--- src/rtl/uart_pkg.sv ---
// Definitions shared by the UART receiver and transmitter: frame width and
// the receive state machine encoding.
package uart_pkg;

    localparam int DATA_BITS = 8;

    typedef enum logic [1:0] {
        IDLE,
        START,
        DATA,
        STOP
    } rx_state_e;

endpackage

--- src/rtl/uart_byte_fifo.sv ---
// Show-ahead byte FIFO: rdata presents the oldest byte whenever empty is low.
// A push into a full FIFO is accepted only when a pop frees a slot in the same cycle.
module uart_byte_fifo #(
    parameter int DEPTH = 16
) (
    input  logic                       clk,
    input  logic                       rstn,
    input  logic                       push,
    input  logic [7:0]                 wdata,
    input  logic                       pop,
    output logic [7:0]                 rdata,
    output logic                       empty,
    output logic                       full,
    output logic [$clog2(DEPTH+1)-1:0] count
);

    localparam int AW = $clog2(DEPTH);
    localparam int CW = $clog2(DEPTH + 1);

    logic [7:0]    mem_q [DEPTH];
    logic [AW-1:0] wr_ptr_q, wr_ptr_d;
    logic [AW-1:0] rd_ptr_q, rd_ptr_d;
    logic [CW-1:0] count_q, count_d;
    logic          do_push, do_pop;

    assign empty   = (count_q == '0);
    assign full    = (count_q == CW'(DEPTH));
    assign do_pop  = pop && !empty;
    assign do_push = push && (!full || do_pop);

    always_comb begin
        // NOTE: every combinational output gets a default first, so no path
        // through the block leaves it unassigned and no latch is inferred.
        wr_ptr_d = wr_ptr_q;
        rd_ptr_d = rd_ptr_q;
        count_d  = count_q;
        if (do_push) wr_ptr_d = wr_ptr_q + AW'(1);
        if (do_pop)  rd_ptr_d = rd_ptr_q + AW'(1);
        case ({do_push, do_pop})
            2'b10:   count_d = count_q + CW'(1);
            2'b01:   count_d = count_q - CW'(1);
            default: count_d = count_q;
        endcase
    end

    always_ff @(posedge clk or negedge rstn) begin
        // NOTE: state registers use non-blocking assignments so every flop
        // samples the pre-edge values regardless of statement order.
        if (!rstn) begin
            wr_ptr_q <= '0;
            rd_ptr_q <= '0;
            count_q  <= '0;
        end else begin
            wr_ptr_q <= wr_ptr_d;
            rd_ptr_q <= rd_ptr_d;
            count_q  <= count_d;
        end
    end

    // NOTE: the storage array is deliberately not reset; stale entries are
    // unreachable because rdata is forced to zero while the FIFO is empty.
    always_ff @(posedge clk) begin
        if (do_push) mem_q[wr_ptr_q] <= wdata;
    end

    assign rdata = empty ? 8'h00 : mem_q[rd_ptr_q];
    assign count = count_q;

endmodule

--- src/rtl/uart_rx_buffered.sv ---
// 8N1 UART receiver with mid-bit sampling, framing/overrun reporting and a
// show-ahead byte FIFO towards the core.
module uart_rx_buffered
    import uart_pkg::*;
#(
    parameter int CLK_PER_HALF_BIT = 86,
    parameter int FIFO_DEPTH       = 16
) (
    input  logic                            clk,
    input  logic                            rstn,
    input  logic                            rxd,
    input  logic                            rd_en,
    input  logic                            clr_err,
    output logic [7:0]                      rdata,
    output logic                            empty,
    output logic [$clog2(FIFO_DEPTH+1)-1:0] count,
    output logic                            ferr,
    output logic                            overrun
);

    localparam int            TW        = $clog2(2 * CLK_PER_HALF_BIT);
    localparam logic [TW-1:0] HALF_LAST = TW'(CLK_PER_HALF_BIT - 1);
    localparam logic [TW-1:0] BIT_LAST  = TW'(2 * CLK_PER_HALF_BIT - 1);
    localparam logic [2:0]    IDX_LAST  = 3'(DATA_BITS - 1);

    logic                 rxd_meta_q, rxd_s_q;
    rx_state_e            state_q, state_d;
    logic [TW-1:0]        timer_q, timer_d;
    logic [2:0]           bit_idx_q, bit_idx_d;
    logic [DATA_BITS-1:0] shift_q, shift_d;
    logic                 ferr_q, ferr_d;
    logic                 overrun_q, overrun_d;
    logic                 push_byte, frame_err;
    logic                 fifo_empty, fifo_full, pop_ok;

    always_ff @(posedge clk or negedge rstn) begin
        if (!rstn) begin
            rxd_meta_q <= 1'b1;
            rxd_s_q    <= 1'b1;
        end else begin
            rxd_meta_q <= rxd;
            rxd_s_q    <= rxd_meta_q;
        end
    end

    always_comb begin
        state_d   = state_q;
        timer_d   = timer_q;
        bit_idx_d = bit_idx_q;
        shift_d   = shift_q;
        push_byte = 1'b0;
        frame_err = 1'b0;
        case (state_q)
            IDLE: begin
                if (!rxd_s_q) begin
                    state_d = START;
                    timer_d = '0;
                end
            end
            START: begin
                // A start bit that is no longer low at mid-bit was a glitch.
                if (timer_q == HALF_LAST) begin
                    if (rxd_s_q) begin
                        state_d = IDLE;
                    end else begin
                        state_d   = DATA;
                        timer_d   = '0;
                        bit_idx_d = '0;
                    end
                end else begin
                    timer_d = timer_q + TW'(1);
                end
            end
            DATA: begin
                if (timer_q == BIT_LAST) begin
                    shift_d = {rxd_s_q, shift_q[DATA_BITS-1:1]};
                    timer_d = '0;
                    if (bit_idx_q == IDX_LAST) state_d = STOP;
                    else                       bit_idx_d = bit_idx_q + 3'd1;
                end else begin
                    timer_d = timer_q + TW'(1);
                end
            end
            STOP: begin
                // Leaving at mid-stop-bit leaves half a bit to catch a back-to-back start.
                if (timer_q == BIT_LAST) begin
                    state_d   = IDLE;
                    timer_d   = '0;
                    push_byte = rxd_s_q;
                    frame_err = !rxd_s_q;
                end else begin
                    timer_d = timer_q + TW'(1);
                end
            end
            default: state_d = IDLE;
        endcase
    end

    assign pop_ok = rd_en && !fifo_empty;
    assign ferr_d = frame_err;

    always_comb begin
        overrun_d = overrun_q;
        if (clr_err) overrun_d = 1'b0;
        if (push_byte && fifo_full && !pop_ok) overrun_d = 1'b1;
    end

    always_ff @(posedge clk or negedge rstn) begin
        if (!rstn) begin
            state_q   <= IDLE;
            timer_q   <= '0;
            bit_idx_q <= '0;
            shift_q   <= '0;
            ferr_q    <= 1'b0;
            overrun_q <= 1'b0;
        end else begin
            state_q   <= state_d;
            timer_q   <= timer_d;
            bit_idx_q <= bit_idx_d;
            shift_q   <= shift_d;
            ferr_q    <= ferr_d;
            overrun_q <= overrun_d;
        end
    end

    // The stop-sample edge both completes the frame and writes the FIFO,
    // so the byte is visible to the core on that same edge.
    uart_byte_fifo #(
        .DEPTH (FIFO_DEPTH)
    ) u_fifo (
        .clk   (clk),
        .rstn  (rstn),
        .push  (push_byte),
        .wdata (shift_d),
        .pop   (rd_en),
        .rdata (rdata),
        .empty (fifo_empty),
        .full  (fifo_full),
        .count (count)
    );

    assign empty   = fifo_empty;
    assign ferr    = ferr_q;
    assign overrun = overrun_q;

endmodule

--- config.mk ---
export PLATFORM = sky130hd
export DESIGN_NAME = uart_rx_buffered
export DESIGN_NICKNAME = d
export VERILOG_FILES = /design/src/rtl/uart_pkg.sv /design/src/rtl/uart_byte_fifo.sv /design/src/rtl/uart_rx_buffered.sv
export SDC_FILE = /design/constraint.sdc
export NUM_CORES = 1
export LEC_CHECK = 0
export CORE_MARGIN = 8
export CORE_UTILIZATION = 30
export CTS_BUF_LIST = sky130_fd_sc_hd__clkbuf_16
export CTS_CLUSTER_SIZE = 28
export DETAILED_ROUTE_END_ITERATION = 8
export PLACE_DENSITY = 0.43
export REMOVE_ABC_BUFFERS = 1
export SYNTH_ARGS = -nofsm -noshare
export SYNTH_HDL_FRONTEND = slang
export SYNTH_SLANG_ARGS = --single-unit
export TNS_END_PERCENT = 100
--- constraint.sdc ---
create_clock -name clk -period 3.2 [get_ports clk]
set_input_delay 0.64 -clock clk [delete_from_list [all_inputs] [get_ports clk]]
set_output_delay 0.64 -clock clk [all_outputs]
set_load 0.05 [all_outputs]
# Word-level counts from Yosys, hierarchy flattened
# Memory sizes are Yosys's and may differ from the RTL's.
# Index checks and enable logic that the tools add are counted.
# W data, S select, Z words.
# word_totals
ff_bits,38
ramBits,128
in_bits,5
n_memories,1
# op_classes
add_sub_neg,6
eq_ne,16
mux,28
n_reduce_logical,17
# memory_table
name,depth,word_bits,rd,rd_ports_with_merged_regs,wr,line_no,rtl
u_fifo.mem_q,16,8,1,0,1,uart_byte_fifo.sv:20,logic [7:0] mem_q [DEPTH];
# op_table
op,n
$mux W8,6
$pmux W8 S3,1
$ne A2 B2 Y1 const B,7
$mux W2,6
$mux W3,4
$pmux W5 S2,1
$reduce_and A5 Y1,2
$add A4 B1 Y4 const B,2
$add A8 B1 Y8 const B,1
$eq A8 B7 Y1 const B,1
$eq A8 B8 Y1 const B,1
$mux W1,8
$pmux W2 S4,1
$eq A2 B2 Y1 const B,3
$pmux W3 S2,1
$reduce_bool A2 Y1,3
$add A5 B1 Y5 const B,1
$eq A5 B5 Y1 const B,1
$logic_not A5 Y1,1
$sub A5 B1 Y5 const B,1
$eq A2 B1 Y1 const B,2
$logic_and A1 B1 Y1,4
$logic_not A1 Y1,4
$add A3 B1 Y3 const B,1
other kinds (4),4

# Logic depth before layout (Yosys ltp)
# depth
ltp_word,7
ltp_mapped,14
ltp_nobuf,12

# Cells and area by module
# Synthesis repeated with hierarchy kept, for this count alone.
# hier_totals
cells_unflattened,421
hier_area_um2,7128.1
# by_module_without_submodules
mod,n_inst,cells_per_inst,area_each_um2
uart_byte_fifo,1,302,5878.1
uart_rx_buffered,1,119,1249.9

# Least setup slack after synthesis
# No wires, ideal clock.
# synth_path
kind,register to register
from,"register u_fifo.count_q[1], in the netlist u_fifo.count[1]"
to,"register u_fifo.count_q[2], in the netlist u_fifo.count[2]"
t_arrival_ns,2.829
slack_ns,0.222
path_stages_with_launch,14
n_path_buf,2
cell_sequence,dfrtp_1 -> nor4_1 -> nand3b_1 -> and2_4 -> buf_6 -> inv_1 -> ha_1 -> clkbuf_1 -> xor2_1 -> ha_1 -> a21oi_1 -> xor2_1 -> nor2_1 -> xor2_1
# synth_via
elab_chain_len,7
word_cells_on_any_way,13
cone_classes,2 x add/sub; 3 x eq/ne; 1 x mux; 7 x reduce/logical
# synth_rtl
element,line_no,rtl
from (decl),uart_byte_fifo.sv:23,"logic [CW-1:0] count_q, count_d;"
from (signal assigned),uart_byte_fifo.sv:56,count_q <= count_d;
$logic_not A5 Y1,uart_byte_fifo.sv:26,assign empty = (count_q == '0);
$logic_not A1 Y1,uart_byte_fifo.sv:28,assign do_pop = pop && !empty;
$logic_and A1 B1 Y1,uart_byte_fifo.sv:28,
$logic_or A1 B1 Y1,uart_byte_fifo.sv:29,assign do_push = push && (!full || do_pop);
$logic_and A1 B1 Y1,uart_byte_fifo.sv:29,
$eq A2 B1 Y1 / $eq A2 B2 Y1 (equally long branches),uart_byte_fifo.sv:39,"case ({do_push, do_pop})"
$pmux W5 S2 / $reduce_bool A2 Y1 (equally long branches),n/a,
# Several ways; a longest one is shown, not always the timed one.
# A chain may end at the register's enable or synchronous reset.

# Worst setup path after layout
# layout_path
from,"register u_fifo.count_q[0], in the netlist u_fifo.count[0]"
to,output rdata[0]
# layout_via
elab_chain_len,2
# layout_rtl
element,line_no,rtl
$logic_not A5 Y1,uart_byte_fifo.sv:26,
$mux W8,uart_byte_fifo.sv:66,assign rdata = empty ? 8'h00 : mem_q[rd_ptr_q];
to (decl),uart_rx_buffered.sv:14,"output logic [7:0] rdata,"
# Every way passes these cells.

==> results.toml <==
[run_status]
status = "finished, final reports clean"

[routing]
ant_nets = 0
routed_wl_um = 14490
drtIter0Drc = 192
first_pass_iters = 4
drt-wirelength-per-cell_um = 18.60
routed_via_density = 4.755
vias = 3704
drc = 0

[critical_path]
path_max_fanout = 8
critPathKind = "reg -> out"
crit_required_ps = 2560
critPathMaxStageDelay_ps = 460
startpoint_type = "register"
end_kind = "output pin"
crit_chain = "nor4_2 -> nand2_1 -> nand2b_1 -> o22ai_1 -> buf_12"
slowest_stage = "dfrtp_1"
critPathTopFamily = "simple AND/OR/NAND/NOR gates"
crit_buf_inv = 1
cp.arrival_ps = 2340

[global_route]
antenna_found_initial = 0
track_usage_pct = 10.74
first_global_vias = 3877
grt_max_degree = 39
grt_pass1_wl_um = 22810
grt.overflow.total = 0

[logic_synthesis]
ys_seq_elements = 166
synth_mux_area_share_pct = 14.15
ys.warnings.count = 0
netlist_area_um2 = 7023
synthCells = 411
synth_edf_count = 128
synthAdderAreaFrac_pct = 2.138
avgSynthCellArea_um2 = 17.09
synth_top_family_by_area = "multiplexers"
ys_seq_area_share_pct = 68.31
synth-xor-area-share_pct = 1.995
synth_compound_area_share_pct = 3.634
synth_flop_cell = "edfxtp_1"
synthArstFlopShare_pct = 22.89
synth-simple-area-share_pct = 7.839
synth_cell_types = 55

[timing]
hold_violations = 0
timing.hold.ws_ps = 356.6
rsz0062_at_grt = "false"
slew_headroom_pct = 38.68
min_period_ps = 2977
finClkSkew_ps = 9.298
timing.final.crit_share_pct = 93.02
setup_viol = 0
max_freq_ghz = 0.3359
worst_slew_pin_slew_ps = 919.7
drv_slew = 0

[place]
place_congestion = 0.8071
portBuffers = 20
dp_hpwl_um = 9512

[clocking]
htree_levels = 4
clockRootBuffer = "clkbuf_16"
cts_tree = "done"
cts_buffers = 17
cts_sinks = 166
clkTransAtPathRegs_ps = 70
insertion_delay_ps = 420
cts_hold_buf = 0
cts_max_path_buffers = 2
post-cts-setup-buffer-count = 0

[floorplan]
die_area_um2 = 28560
die_h_um = 169.0
chipWidth_um = 169.0
num_rows = 56
start_util_pct = 30.19
core_um2 = 23260
io_pins = 21

[job]
max_cap_violations = 0

[power_and_ir_drop]
power_frac_clock_pct = 35.6
sw_frac_of_total_pct = 28.33
p_per_area_nw_per_um2 = 651.0
total_power_mw = 5.410
p_switching_mw = 1.533
internal_power_mw = 3.878
pwr-share-seq_pct = 46.0
pwr-share-comb_pct = 18.4
ir_worst_vdd_uv = 440.3
p_leak_nw = 3.302

[layout]
n_antenna_cell = 0
drive_gt1_share_pct = 23.04
area_delta_synth_final_pct = 18.33
final_core_util_pct = 35.73
nFillCells = 2252
final_nets = 464

[worst_hold_path]
hold_class = "in -> async"
[stage by stage]
stage / cells / setup WS, ps / setup TNS, ps / instance area (um2)
detailed placement: 747 / 303.0 / 0 / 7749
CTS: 779 / 32.11 / 0 / 8302
finish: 779 / 223.3 / 0 / 8310
global placement: 747 / 340.1 / 0 / 7749
global route: 779 / 60.54 / 0 / 8310
floorplan: 392 / -192.5 / -1540 / 6928
[final cells by class]
class / count / area, um2 / share of cell area (%)
Inverter: 11 / 41.29 / 0.4968
Clock inverter: 15 / 128.9 / 1.551
Sequential cell: 166 / 4801 / 57.77
Timing Repair Buffer: 36 / 419.2 / 5.044
Tap cell: 319 / 399.1 / 4.803
Clock buffer: 17 / 425.4 / 5.119
Multi-Input combinational cell: 215 / 2096 / 25.22
[final timing paths]
check	slack, ps	cells past startpoint	to	start
max in group asynchronous	2160	1	u_fifo.rd_ptr_q[0]	rstn
worst min-delay path	360	1	timer_q[5]	rstn
worst max register to register	250	11	u_fifo.count[4]	timer_q[2]
worst min register to register	360	0	rxd_s_q	rxd_meta_q
min in group clk	360	0	rxd_s_q	rxd_meta_q
worst max-delay path	220	5	rdata[0]	u_fifo.count[0]
[power groups by stage]
stage | clock (mW) | combinational (mW) | sequential (mW)
floorplan | 0 | 0.404 | 2.76
global placement | 0 | 1.03 | 2.53
detailed placement | 0 | 1.02 | 2.52
CTS | 1.98 | 1.02 | 2.48
global route | 2.06 | 1.08 | 2.50
finish | 1.93 | 0.996 | 2.49
[worst register-to-register path, cell delays in order, from the launching register on]
cell and delay (ps):
dfrtp_1 480, or4b_4 610, nor3_4 200, and2_4 230, inv_1 70, ha_1 290
xor2_1 180, ha_1 230, and3b_1 160, o21ai_0 150, a21oi_1 100, xnor2_1 130
[Yosys cell counts, types with 3 or more instances]
master,number,area share (%)
ha_1,12,2.1
a21oi_1,4,0.29
nor3b_1,3,0.32
inv_1,11,0.59
o21ai_0,7,0.50
buf_1,4,0.21
mux4_2,32,10
buf_2,7,0.50
and4_1,3,0.37
nor2b_1,9,0.80
and3b_1,3,0.37
edfxtp_1,128,55
nor2_1,10,0.53
clkbuf_1,6,0.32
and3_1,12,1.1
nor3_1,3,0.21
nand2_1,10,0.53
o22ai_1,11,0.98
mux2_2,10,1.6
dfrtp_1,36,13
xor2_1,6,0.75
nand3_1,18,1.3
xnor2_1,10,1.2
mux2i_1,16,2.3
[routing by layer]
layer	track usage, %	up-vias	part of all wire (%)
li1	-	1691	-
met1	13.86	1941	46
met2	17.49	63	49
met3	2.865	9	4.3
met4	3.117	0	0.91
met5	0	-	0
[registers in the layout, summed over array words and instances, names as in the netlist, named ones only]
signal / cells
ferr: 1
bit_idx_q: 3
overrun: 1
state_q: 1
shift_q: 8
u_fifo.mem_q: 128
rxd_meta_q: 1
timer_q: 8
u_fifo.rd_ptr_q: 4
u_fifo.wr_ptr_q: 4
u_fifo.count: 5
rxd_s_q: 1
[cell families after synthesis]
logic type	count (synthesis)
xor gates and xnor gates	16
adders and majority gates	12
muxes	58
buffers and inverters	30
DFF	166
and+or+nand+nor	91
AOI/OAI and AO/OA	38
[layout by cell type (no fill, tap or decap), types with 4 or more instances in the layout]
master	instances
edfxtp_1	128
dfrtp_1	35
mux4_2	32
nand3_1	18
clkbuf_16	17
mux2i_1	16
buf_4	14
and3_1	12
ha_1	12
inv_1	11
o22ai_1	11
nand2_1	10
nor2_1	10
mux2_2	10
xnor2_1	10
clkdlybuf4s50_1	10
buf_12	10
nor2b_1	9
o21ai_0	7
xor2_1	6
a21oi_1	4
clkinv_2	4
[what timing repair did]
| item | 4_1_cts | 5_1_grt |
|---|---|---|
| gates cloned | 0 | 0 |
| endpoints found under the setup margin | 1 | 8 |
| resized for setup | 1 | 2 |
Power figures use the tool's default switching activity.
